<file path="config.mk">
export PLATFORM = sky130hd
export DESIGN_NAME = us_echo_detector_flat
export DESIGN_NICKNAME = d
export VERILOG_FILES = /design/src/rtl/us_echo_detector_if.sv /design/src/rtl/us_echo_detector.sv /design/src/flat_wrapper.sv
export SDC_FILE = /design/constraint.sdc
export NUM_CORES = 1
export LEC_CHECK = 0
export BUFFER_PORTS_ARGS = -buffer_cell sky130_fd_sc_hd__buf_2
export CORE_MARGIN = 2
export CORE_UTILIZATION = 30
export DETAILED_ROUTE_END_ITERATION = 12
export PLACE_DENSITY_LB_ADDON = 0.08
export SLEW_MARGIN = 20
export SYNTH_ARGS = -nofsm -noshare
export SYNTH_HDL_FRONTEND = slang
export SYNTH_SLANG_ARGS = --single-unit
</file>
<file path="constraint.sdc">
create_clock -name FSL_Clk -period 3.11 [get_ports FSL_Clk]
set_clock_uncertainty 0.15 [all_clocks]
set_input_delay 0.622 -clock FSL_Clk [delete_from_list [all_inputs] [get_ports FSL_Clk]]
set_output_delay 0.622 -clock FSL_Clk [all_outputs]
set_load 0.02 [all_outputs]
</file>
<file path="src/rtl/us_echo_detector_if.sv">
// ----------------------------------------------------------------------------
// us_echo_detector_if
//  One FSL link: a data word, its control flag, and both flow-control views.
//  The writer side sees write/full. The reader side sees exists/read.
//  A word transfers on the clock edge where the reader asserts read
//  (slave side) or the writer asserts write (master side).
//
//  Signals
//   data     32  payload word
//   control   1  1 = header / control word
//   exists    1  reader side: a word is available
//   read      1  reader side: consume the current word
//   write     1  writer side: the offered word is valid
//   full      1  writer side: the consumer cannot accept
// ----------------------------------------------------------------------------
interface us_echo_detector_if;
    logic [31:0] data;
    logic        control;
    logic        exists;
    logic        read;
    logic        write;
    logic        full;

    // Producer of an FSL stream (this block's result output).
    modport master (
        output data,
        output control,
        output write,
        input  full
    );

    // Consumer of an FSL stream (this block's sample input).
    modport slave (
        input  data,
        input  control,
        input  exists,
        output read
    );
endinterface

</file>
<file path="src/rtl/us_echo_detector.sv">
// ----------------------------------------------------------------------------
// us_echo_detector
//  Consumes the us_receiver sample stream. Each packet is one control header
//  followed by N ADC sample words. For each packet the block finds the first
//  sample at or above the threshold and the peak amplitude. It then emits a
//  two-word result packet: a copy of the header, then one result word.
//
//  Ports
//   FSL_Clk     in     sole clock, rising edge
//   FSL_Rst_n   in     asynchronous active-low reset
//   THRESHOLD   in     echo threshold, latched when a header is accepted
//   fsl_s       slave  input stream (data, control, exists in; read out)
//   fsl_m       master result stream (data, control, write out; full in)
//
//  Result word layout
//   [31]     found  a crossing was seen
//   [30]     trunc  packet cut short by an early header
//   [29:28]  zero
//   [27:12]  index of the first crossing (0 if none)
//   [11:0]   peak sample value
// ----------------------------------------------------------------------------
module us_echo_detector #(
    parameter int SAMPLE_W = 12,
    parameter int IDX_W    = 16
) (
    input  logic                FSL_Clk,
    input  logic                FSL_Rst_n,
    input  logic [SAMPLE_W-1:0] THRESHOLD,
    us_echo_detector_if.slave   fsl_s,
    us_echo_detector_if.master  fsl_m
);

    typedef enum logic [1:0] {
        S_IDLE,
        S_RUN,
        S_EMIT_HDR,
        S_EMIT_RES
    } state_t;

    localparam logic [IDX_W-1:0] IDX_MAX = '1;

    state_t              state_q;
    state_t              state_d;
    logic [31:0]         hdr_q;
    logic [SAMPLE_W-1:0] thr_q;
    logic [SAMPLE_W-1:0] peak_q;
    logic                found_q;
    logic                trunc_q;
    logic [IDX_W-1:0]    idx_q;
    logic [23:0]         cnt_q;     // samples accepted so far in this packet

    logic                s_read;
    logic                m_write;
    logic [31:0]         m_data;
    logic                m_control;

    logic [SAMPLE_W-1:0] sample;
    logic                last_sample;
    logic [IDX_W-1:0]    idx_sat;
    logic [31:0]         result_word;
    logic                hdr_accept;
    logic                sample_accept;

    // Only the low bits of an input word carry the ADC sample.
    assign sample = fsl_s.data[SAMPLE_W-1:0];

    // A RUN packet always has N >= 1, so N-1 never underflows here.
    assign last_sample = (cnt_q == hdr_q[31:8] - 24'd1);

    // The crossing index clamps at the largest value the field can hold.
    assign idx_sat = (cnt_q > 24'(IDX_MAX)) ? IDX_MAX : cnt_q[IDX_W-1:0];

    assign result_word = {found_q, trunc_q, 2'b00, 16'(idx_q), 12'(peak_q)};

    assign hdr_accept    = (state_q == S_IDLE) && fsl_s.exists && fsl_s.control;
    assign sample_accept = (state_q == S_RUN) && fsl_s.exists && !fsl_s.control;

    // ------------------------------------------------------------------------
    // Next-state and output logic
    // ------------------------------------------------------------------------
    always_comb begin
        // NOTE: every signal gets a default first so no path leaves it unassigned (no latches).
        state_d   = state_q;
        s_read    = 1'b0;
        m_write   = 1'b0;
        m_data    = '0;
        m_control = 1'b0;

        case (state_q)
            S_IDLE: begin
                // IDLE consumes every word. A stray data word is read and dropped.
                s_read = fsl_s.exists;
                if (hdr_accept) begin
                    state_d = (fsl_s.data[31:8] == 24'd0) ? S_EMIT_HDR : S_RUN;
                end
            end

            S_RUN: begin
                if (fsl_s.exists) begin
                    if (fsl_s.control) begin
                        // An early header ends this packet. It is left unread
                        // so IDLE can accept it as the start of the next packet.
                        state_d = S_EMIT_HDR;
                    end else begin
                        s_read = 1'b1;
                        if (last_sample) begin
                            state_d = S_EMIT_HDR;
                        end
                    end
                end
            end

            S_EMIT_HDR: begin
                m_write   = !fsl_m.full;
                m_data    = hdr_q;
                m_control = 1'b1;
                if (!fsl_m.full) begin
                    state_d = S_EMIT_RES;
                end
            end

            S_EMIT_RES: begin
                m_write = !fsl_m.full;
                m_data  = result_word;
                if (!fsl_m.full) begin
                    state_d = S_IDLE;
                end
            end

            default: state_d = S_IDLE;
        endcase
    end

    assign fsl_s.read    = s_read;
    assign fsl_m.write   = m_write;
    assign fsl_m.data    = m_data;
    assign fsl_m.control = m_control;

    // ------------------------------------------------------------------------
    // State register
    // ------------------------------------------------------------------------
    always_ff @(posedge FSL_Clk or negedge FSL_Rst_n) begin
        if (!FSL_Rst_n) begin
            state_q <= S_IDLE;
        end else begin
            // NOTE: sequential state uses non-blocking assignments so every register samples pre-edge values.
            state_q <= state_d;
        end
    end

    // ------------------------------------------------------------------------
    // Packet datapath: latched header and threshold, running peak,
    // first-crossing tracking
    // ------------------------------------------------------------------------
    always_ff @(posedge FSL_Clk or negedge FSL_Rst_n) begin
        if (!FSL_Rst_n) begin
            // NOTE: these are plain flops rather than a memory, so all of them are reset.
            hdr_q   <= '0;
            thr_q   <= '0;
            peak_q  <= '0;
            found_q <= 1'b0;
            trunc_q <= 1'b0;
            idx_q   <= '0;
            cnt_q   <= '0;
        end else begin
            if (hdr_accept) begin
                hdr_q   <= fsl_s.data;
                thr_q   <= THRESHOLD;
                peak_q  <= '0;
                found_q <= 1'b0;
                trunc_q <= 1'b0;
                idx_q   <= '0;
                cnt_q   <= '0;
            end

            if ((state_q == S_RUN) && fsl_s.exists && fsl_s.control) begin
                trunc_q <= 1'b1;
            end

            if (sample_accept) begin
                cnt_q <= cnt_q + 24'd1;
                if (sample > peak_q) begin
                    peak_q <= sample;
                end
                // Only the first crossing in a packet is recorded.
                if (!found_q && (sample >= thr_q)) begin
                    found_q <= 1'b1;
                    idx_q   <= idx_sat;
                end
            end
        end
    end

endmodule
</file>
<file path="src/flat_wrapper.sv">
// flat-port wrapper written by rule: the top's interface ports become plain ports
module us_echo_detector_flat 
#(
    parameter int SAMPLE_W = 12,
    parameter int IDX_W    = 16
)
  (FSL_Clk, FSL_Rst_n, THRESHOLD, fsl_s_data, fsl_s_control, fsl_s_exists, fsl_s_read, fsl_m_data, fsl_m_control, fsl_m_write, fsl_m_full);
  us_echo_detector_if fsl_s_i ();
  us_echo_detector_if fsl_m_i ();
  input  logic FSL_Clk;
  input  logic FSL_Rst_n;
  input  logic [SAMPLE_W-1:0] THRESHOLD;
  input wire logic [$bits(fsl_s_i.data)-1:0] fsl_s_data;
  input wire logic [$bits(fsl_s_i.control)-1:0] fsl_s_control;
  input wire logic [$bits(fsl_s_i.exists)-1:0] fsl_s_exists;
  output wire logic [$bits(fsl_s_i.read)-1:0] fsl_s_read;
  output wire logic [$bits(fsl_m_i.data)-1:0] fsl_m_data;
  output wire logic [$bits(fsl_m_i.control)-1:0] fsl_m_control;
  output wire logic [$bits(fsl_m_i.write)-1:0] fsl_m_write;
  input wire logic [$bits(fsl_m_i.full)-1:0] fsl_m_full;
  assign fsl_s_i.data = fsl_s_data;
  assign fsl_s_i.control = fsl_s_control;
  assign fsl_s_i.exists = fsl_s_exists;
  assign fsl_s_read = fsl_s_i.read;
  assign fsl_m_data = fsl_m_i.data;
  assign fsl_m_control = fsl_m_i.control;
  assign fsl_m_write = fsl_m_i.write;
  assign fsl_m_i.full = fsl_m_full;
  us_echo_detector #(.SAMPLE_W(SAMPLE_W), .IDX_W(IDX_W)) u_core (.FSL_Clk(FSL_Clk), .FSL_Rst_n(FSL_Rst_n), .THRESHOLD(THRESHOLD), .fsl_s(fsl_s_i), .fsl_m(fsl_m_i));
endmodule
</file>
-- Word-level counts from Yosys, hierarchy flattened
Cells that the tools add are included.
- register bits: 100
- latch bits: 0
- bits in writable memories: 0
- bits in read-only memories: 0
- input port bits: 49
- output and inout bits: 35
- word-level logic and storage cells: 65
- memories: 0
- $add $sub $neg: 2
- multipliers: 0
- divide/modulo/power cells: 0
- magnitude comparators: 3
- eq/ne operators: 9
- shift operators: 0
- muxes and demuxes: 28
- bitwise operators: 0
- reduce and logical (&&, ||, !) cells: 15
- operators with widths (kind ; number):
    16-bit two-way mux ; 4
    32-bit one-hot mux with 2 select lines ; 1
    24-bit two-way mux ; 2
    12-bit two-way mux ; 3
    24-bit by 1-bit adder with 24-bit output (second input constant) ; 1
    24-bit == test ; 1
    24-bit by 16-bit greater-than comparator with 1-bit output (second input constant) ; 1
    24-bit zero test ; 1
    24-bit by 1-bit subtractor with 24-bit output (second input constant) ; 1
    2-bit two-way mux ; 7
    12-bit >= comparator ; 1
    12-bit greater-than comparator ; 1
    1-bit two-way mux ; 9
    2-bit one-hot mux with 4 select lines ; 1
    1-bit logical AND ; 6
    2-bit inequality test (second input constant) ; 3
    5-bit AND reduction ; 1
    2-bit == test (second input constant) ; 2
    2-bit nonzero test ; 2
    1-bit zero test ; 3
    3-bit by 2-bit inequality test with 1-bit output (second input constant) ; 1
    2-bit by 1-bit == test with 1-bit output (second input constant) ; 1
    2-bit zero test ; 1
    2-bit by 1-bit inequality test with 1-bit output (second input constant) ; 1
    other kinds (2) ; 2

-- Logic depth before layout (Yosys ltp)
Gate-level depths: netlist of run 1.
- word-level depth: 6
- mapped depth: 11
- gate-level depth less buffers: 10

-- Worst setup path before layout of run 1
No wires, ideal clock.
- path type: reg2reg
- start point: register u_core.hdr_q[8]
- end point: register u_core.state_q[1]
- library setup time: 0.125 ns
- arrival time: 2.960 ns
- setup slack: -0.125 ns
- stages on the path, launching flop included: 11
- path buffers: 0
- period minus slack after synthesis: 3.235 ns
- path through: dfrtp_1 -> inv_1 -> ha_1 -> or4b_4 -> or3_4 -> nor4_4 -> mux2_2 -> a21oi_1 -> a22oi_2 -> a31oi_2 -> mux2_4
- cells in the longest elaborated chain, start to end: 4
- ends and longest elaborated chain (item ; line ; source):
    from (decl) ; us_echo_detector.sv:44 ; logic [31:0] hdr_q;
    from (signal assigned) ; us_echo_detector.sv:167 ; hdr_q <= fsl_s.data;
    24-bit by 1-bit subtractor with 24-bit output ; us_echo_detector.sv:68 ; assign last_sample = (cnt_q == hdr_q[31:8] - 24'd1);
    24-bit == test ; us_echo_detector.sv:68 ;
    3-bit by 2-bit inequality test with 1-bit output (no source line) ; n/a ;
    5-bit AND reduction (no source line) ; n/a ;
    to (signal assigned) ; us_echo_detector.sv:147 ; state_q <= state_d;
    to (decl) ; us_echo_detector.sv:42 ; state_t state_q;
No other way between the ends.
A chain may end at the register's enable or synchronous reset.

-- Worst setup path in the final report of run 1
Same ends and word-level chain as after synthesis.

==> impl_results.md, run 1 <==
* Status: finished clean
* Worst skew pair latency at approximately 360 ps
* CP max FO at 3
* Initial core utilization at 30.5%
* Main synth FF type: dfrtp_1
* Die ar. at ~22000 µm²
* ANT cells at 0
* # IOs at 84
* Setup Buffers After CTS at 0
* Final critical-path required period at 3080 ps
* Initial DRC count at between 200 and 250
* Post-route ant nets at 0
* GRT Total Usage at 17.1%
* Crit end category: flop
* DRT Pass-1 Iters at 7
* DP HPWL at 13200 µm
* Max-cap viol count at 0
* Core area at 20100 µm²
* Power Dens Cells at 795 nW/µm²
* Crit path kind: flop to flop
* Worst vdd ir at ~0.27 mV
* Final hold vios at 0
* Max transition margin at 58.3%
* Worst EP arrival at 3180 ps
* Sequential area share after synthesis at 40.9%
* # DRC at 0
* Max Clk Rate at 0.324 GHz
* First-pass GRT wire length at 28700 µm
* Top area cells in the synthesized netlist: dfrtp_1 (41%), mux2_2 (6.4%), ha_1 (6.1%), mux2i_1 (5.7%), a22o_1 (4.3%)
* Via count at 5101
* Maximum root-to-sink buffer count at 2
* Final core occ at 36.4%
* Worst slew pin tran at slightly above 600 ps
* Synthesized instance count at 642
* Post-synth EDFFs at 0
* Final net count at 816
* Max Slew Vio Count at 0
* Routed wire per std cell at 17.7 µm
* Synth top area share at 40.9%
* Pin count of the biggest net entering global routing at 52
* Post-DR vias/cell at 5.04
* Final weighted congestion in routability-driven placement at 0.838
* Clk sink count at 100
* GRT overflow at 0
* Layout cells sized above 1 at 25.2%
* CTS clk-pin slew, worst paths at 70 ps
* Syn Nets at 721
* Syn-to-layout area delta at 19.6%
* Syn_area_per_cell at 9.54 µm²
* Leakage power at between 0.003 and 0.004 µW
* #FFs+latches synth at 100
* Critical Path RT at 3210 ps
* Crit path launch type: flop
* Die width at 147 µm
* Routed WL at 17900 µm
* Synth Warn # at 0
* RSZ-0062 raised after global routing: yes
* FFs w/ async S/R, synth at 100%
* H-tree Lvls at 3
* Num CTS Buffers at 9
* Initial antenna violation count at 0
* CTS Root Cell: clkbuf_16
* Area leader, netlist: dfrtp_1
* Placed cell count at 996
* Final setup fails at 0
* Hold Path Class: input port to asynchronous set/reset pin
* DIE HEIGHT at 147 µm
* Tcrit/Tclk final at 99.2%
* TritonCTS clock tree: built
* Vias in the first global route at between 5000 and 6000
* Post-synth cell types at 59
* FP Rows at 52
* Layout Cells excl Fill at 1012
* Synthesized cell area at between 6000 and 7000 µm²
* I/O Buffers at 83
[placed cells by master (no fill, tap or decap), types with 10 or more instances in the layout]
cell | synthesis | final
mux2i_1 | 35 | 35
nor2_1 | 41 | 41
a21o_1 | 10 | 10
dfrtp_1 | 100 | 100
buf_4 | 1 | 36
nor4_1 | 12 | 12
o21ai_0 | 43 | 43
nor3_1 | 12 | 11
a22o_1 | 30 | 30
nand2_1 | 68 | 68
nand3_1 | 18 | 17
mux2_2 | 35 | 35
ha_1 | 30 | 29
xor2_1 | 16 | 16
inv_1 | 42 | 41
nand4_1 | 15 | 15
buf_2 | 1 | 82
[worst max-delay path, stage by stage (launching register included)]
cell     delay [ps]
dfrtp_1         370
inv_1            80
ha_4            120
or4b_4          460
or3_4           380
nor4_4          170
buf_4           160
xor2_1           50
or3_1           380
a22oi_2         180
a31oi_2         140
mux2_4          320
[cells by family after synthesis]
kind of cell	after synthesis	synth area share (%)
and+or+nand+nor	209	17.3
AOI/OAI and AO/OA	129	14.7
DFF	100	40.9
buffers and inverters	78	5.11
muxes	71	12.4
adders and majority gates	30	6.13
xor gates and xnor gates	25	3.58
[final cells by class]
| cell class | count | area (µm²) |
|---|---|---|
| Inverter | 42 | 158 |
| Tap cell | 270 | 338 |
| Multi-Input combinational cell | 464 | 3340 |
| Clock buffer | 14 | 254 |
| Fill cell | 2069 | 12800 |
| Sequential cell | 100 | 2500 |
| Clock inverter | 2 | 10.0 |
| Timing Repair Buffer | 120 | 721 |
[repair_timing]
action,CTS,global route
hold buffers,0,0
pin swaps,0,1
gates resized for setup,1,0
endpoints found under the setup margin,1,1
[registers in the layout, indices dropped and copies added, names as in the netlist]
| name | flops |
|---|---|
| u_core.peak_q | 12 |
| u_core.state_q | 2 |
| u_core.trunc_q | 1 |
| u_core.thr_q | 12 |
| u_core.found_q | 1 |
| u_core.idx_q | 16 |
| u_core.hdr_q | 32 |
| u_core.cnt_q | 24 |
[power breakdown]
group | total [µW] | switching, µW | internal, µW
sequential | 1990 | 304 | 1680
clock | 1060 | 495 | 564
combinational | 2780 | 1560 | 1220
total | 5820 | 2360 | 3470
[synth_stat cells (5+ instances only)]
master	number
mux2_2	35
nand2_1	68
a21o_1	10
dfrtp_1	100
nand2b_1	5
nor3_1	12
nand4_1	15
nand3_1	18
nor2b_1	6
nor4_1	12
o21ai_0	43
nor2_1	41
a22o_1	30
o211ai_1	6
a21oi_1	10
clkbuf_1	32
o31ai_1	5
xnor2_1	9
xor2_1	16
mux2i_1	35
inv_1	42
ha_1	30
[routing by layer]
layer | part of all wire (%) | GRT usage [%] | wire, µm | up-vias
li1 | - | - | - | 2494
met1 | 46 | 22.4 | 8180 | 2506
met2 | 49 | 28.9 | 8770 | 87
met3 | 4.0 | 3.39 | 724 | 14
met4 | 1.2 | 4.56 | 208 | 0
met5 | 0 | 0 | 0 | -
[metrics by stage]
step | worst slack, ps | hold WS (ps) | power [µW] | TNS (ps) | cell area (µm²)
2_1_floorplan | 2.19 | 176 | 3790 | 0 | 6140
3_3_place_gp | 44.3 | 316 | 4800 | 0 | 7060
3_5_place_dp | 2.00 | 322 | 4830 | 0 | 7060
4_1_cts | 7.43 | 30.0 | 5930 | 0 | 7330
5_1_grt | -107 | 51.5 | 6290 | -107 | 7330
6_report | 25.0 | 34.7 | 5820 | 0 | 7330
[path summary, 6_finish.rpt]
check	startpoint	slack, ps	cells after the start	end
max	u_core.hdr_q[8]	30	11	u_core.state_q[1]
max reg2reg	u_core.hdr_q[8]	30	11	u_core.state_q[1]
min reg2reg	u_core.hdr_q[0]	330	2	u_core.hdr_q[0]
min	FSL_Rst_n	30	1	u_core.idx_q[12]
max in group asynchronous	FSL_Rst_n	2070	2	u_core.hdr_q[12]
min in group FSL_Clk	u_core.hdr_q[0]	330	2	u_core.hdr_q[0]
Note: power is estimated with default switching activity, not from simulation.
==> run 2: changes to the inputs <==
--- a/config.mk
+++ b/config.mk
@@ -9,6 +9,7 @@
 export CORE_MARGIN = 2
 export CORE_UTILIZATION = 30
 export DETAILED_ROUTE_END_ITERATION = 12
+export MAX_ROUTING_LAYER = met4
 export PLACE_DENSITY_LB_ADDON = 0.08
 export SLEW_MARGIN = 20
 export SYNTH_ARGS = -nofsm -noshare
==> impl_results.md, run 2 (synthesis results as in run 1) <==
* Worst vdd ir at 0.276 mV
* Slowest-stage cell, CP: or4b_4
* Tcrit/Tclk final at 99.2%
* Cts hold-fix bufs at 0
* Post-route ant nets at 0
* Setup WS pre-CTS at 2.00 ps
* Psw at roughly 2400 µW
* Via count at just over 5000
* Crit end category: flop
* Multi-input logic area at about 3300 µm²
* Final hold vios at 0
* Filler cell count at 2069
* Initial core utilization at 30.5%
* I/O Buffers at 83
* DIE HEIGHT at 147 µm
* Sw Share at 40.5%
* Power Dens Cells at 795 nW/µm²
* CTS clk-pin slew, worst paths at approximately 70 ps
* Syn-to-layout area delta at 19.6%
* Worst slew pin tran at a little over 600 ps
* Max incr delay on CP at 460 ps
* Maximum root-to-sink buffer count at 2
* Max FFs per register at 32
* GRT Total Usage at 17.6%
* Worst EP arrival at 3180 ps
* Max-cap viol count at 0
* Vias in the first global route at 5156
* Max Slew Vio Count at 0
* Crit path kind: flop to flop
* Routed wire per std cell at 17.7 µm
* Crit path launch type: flop
* CP delay by family, top: simple AND/OR/NAND/NOR gates
* Worst path bufs/invs at 2
* Num CTS Buffers at 9
* DRT Pass-1 Iters at 5
* Initial DRC count at approximately 210
* Core area at 20100 µm²
* RSZ-0062 raised after global routing: yes
* Worst skew pair latency at 360 ps
* Layout cells sized above 1 at approximately 25%
* Leakage power at 0.00337 µW
* Routed WL at 17900 µm
* Die width at 147 µm
* Pin count of the biggest net entering global routing at 52
* H-tree Lvls at 3
* Top flop regs: u_core.hdr_q (32), u_core.cnt_q (24), u_core.idx_q (16)
* Max transition margin at 58.9%
* Commonest non-fill, non-tap cell in the layout: dfrtp_1
* Total power at 5830 µW
* Final setup fails at 0
* FP Rows at 52
* Setup TNS at 0 ps
* Final weighted congestion in routability-driven placement at 0.851
* Status: finished clean
* ANT cells at 0
* Die ar. at 21600 µm²
* Pint at about 3500 µW
* CP max FO at 3
* Hold_ws at 34.3 ps
* GRT overflow at 0
* Final net count at 816
* # DRC at 0
* TritonCTS clock tree: built
* CTS Root Cell: clkbuf_16
* Max Clk Rate at 0.324 GHz
* Post-DR vias/cell at 5.04
* Hold Path Class: input port to asynchronous set/reset pin
* Sequential cell area at around 2500 µm²
* Most flops, register: u_core.hdr_q
* Most frequent cells in the layout: dfrtp_1 (100), buf_2 (82), nand2_1 (68)
* Cell chain of the critical path: inv_1 -> ha_4 -> or4b_4 -> or3_4 -> nor4_4 -> buf_4 -> xor2_1 -> or3_1 -> a22oi_2 -> a31oi_2 -> mux2_4
* Combinational share of power at 47.8%
* Critical Path RT at 3200 ps
* Final setup margin at 26.4 ps
* Clock power frac at 18.1%
* Initial antenna violation count at 0
* Sequential share of power at between 30% and 40%
* Final core occ at a little over a third
* Clk sink count at 100
* DP HPWL at 13200 µm
* # IOs at 84
* First-pass GRT wire length at 28700 µm
* Final critical-path required period at 3080 ps
run 2: cell counts in the layout (fill, tap and decap cells not counted):
No cell type changed its count.
run 2: power by group through the flow:
stage	registers, µW	clock network, µW	logic (µW)
2_1_floorplan	1970	0	1820
3_3_place_gp	2000	0	2800
3_5_place_dp	2010	0	2820
4_1_cts	1990	1100	2840
5_1_grt	2040	1150	3090
6_report	1990	1060	2780
run 2: worst reg2reg max path, stage by stage (launching register included):
cell and delay (ps):
dfrtp_1 370, inv_1 80, ha_4 120, or4b_4 460
or3_4 380, nor4_4 170, buf_4 160, xor2_1 50
or3_1 380, a22oi_2 180, a31oi_2 150, mux2_4 320
run 2: final timing paths:
check,from,endpoint,slack [ps],depth (start not counted)
min,FSL_Rst_n,u_core.idx_q[12],30,1
min reg2reg,u_core.hdr_q[0],u_core.hdr_q[0],330,2
max in group asynchronous,FSL_Rst_n,u_core.hdr_q[12],2070,2
max,u_core.hdr_q[8],u_core.state_q[1],30,11
min in group FSL_Clk,u_core.hdr_q[0],u_core.hdr_q[0],330,2
max reg2reg,u_core.hdr_q[8],u_core.state_q[1],30,11
run 2: area by class of cell:
cell class              count  area share [%]
multi-input cells         464            45.6
well taps                 270            4.61
flip-flops and latches    100            34.2
clock inverters             2           0.137
inverters                  42            2.15
clock buffers              14            3.47
repair buffers            120            9.84
run 2: stage by stage:
stage | cell area (µm²) | cells
6_report | 7330 | 1012
5_1_grt | 7330 | 1012
4_1_cts | 7330 | 1012
3_5_place_dp | 7060 | 996
3_3_place_gp | 7060 | 996
2_1_floorplan | 6140 | 642
run 2: timing repair:
action / 4_1_cts / 5_1_grt
setup endpoints to repair: 1 / 2
endpoints found under the hold margin: 0 / 0
gates resized for setup: 1 / 0
pin swaps: 0 / 1
setup buffers: 0 / 0
run 2: routing by layer:
metal	track usage [%]	vias to the layer above	wire, µm
met2	28.9	90	8740
met4	4.56	0	231
met3	3.42	17	765
met5	-	-	0
li1	-	2490	-
met1	22.4	2504	8190
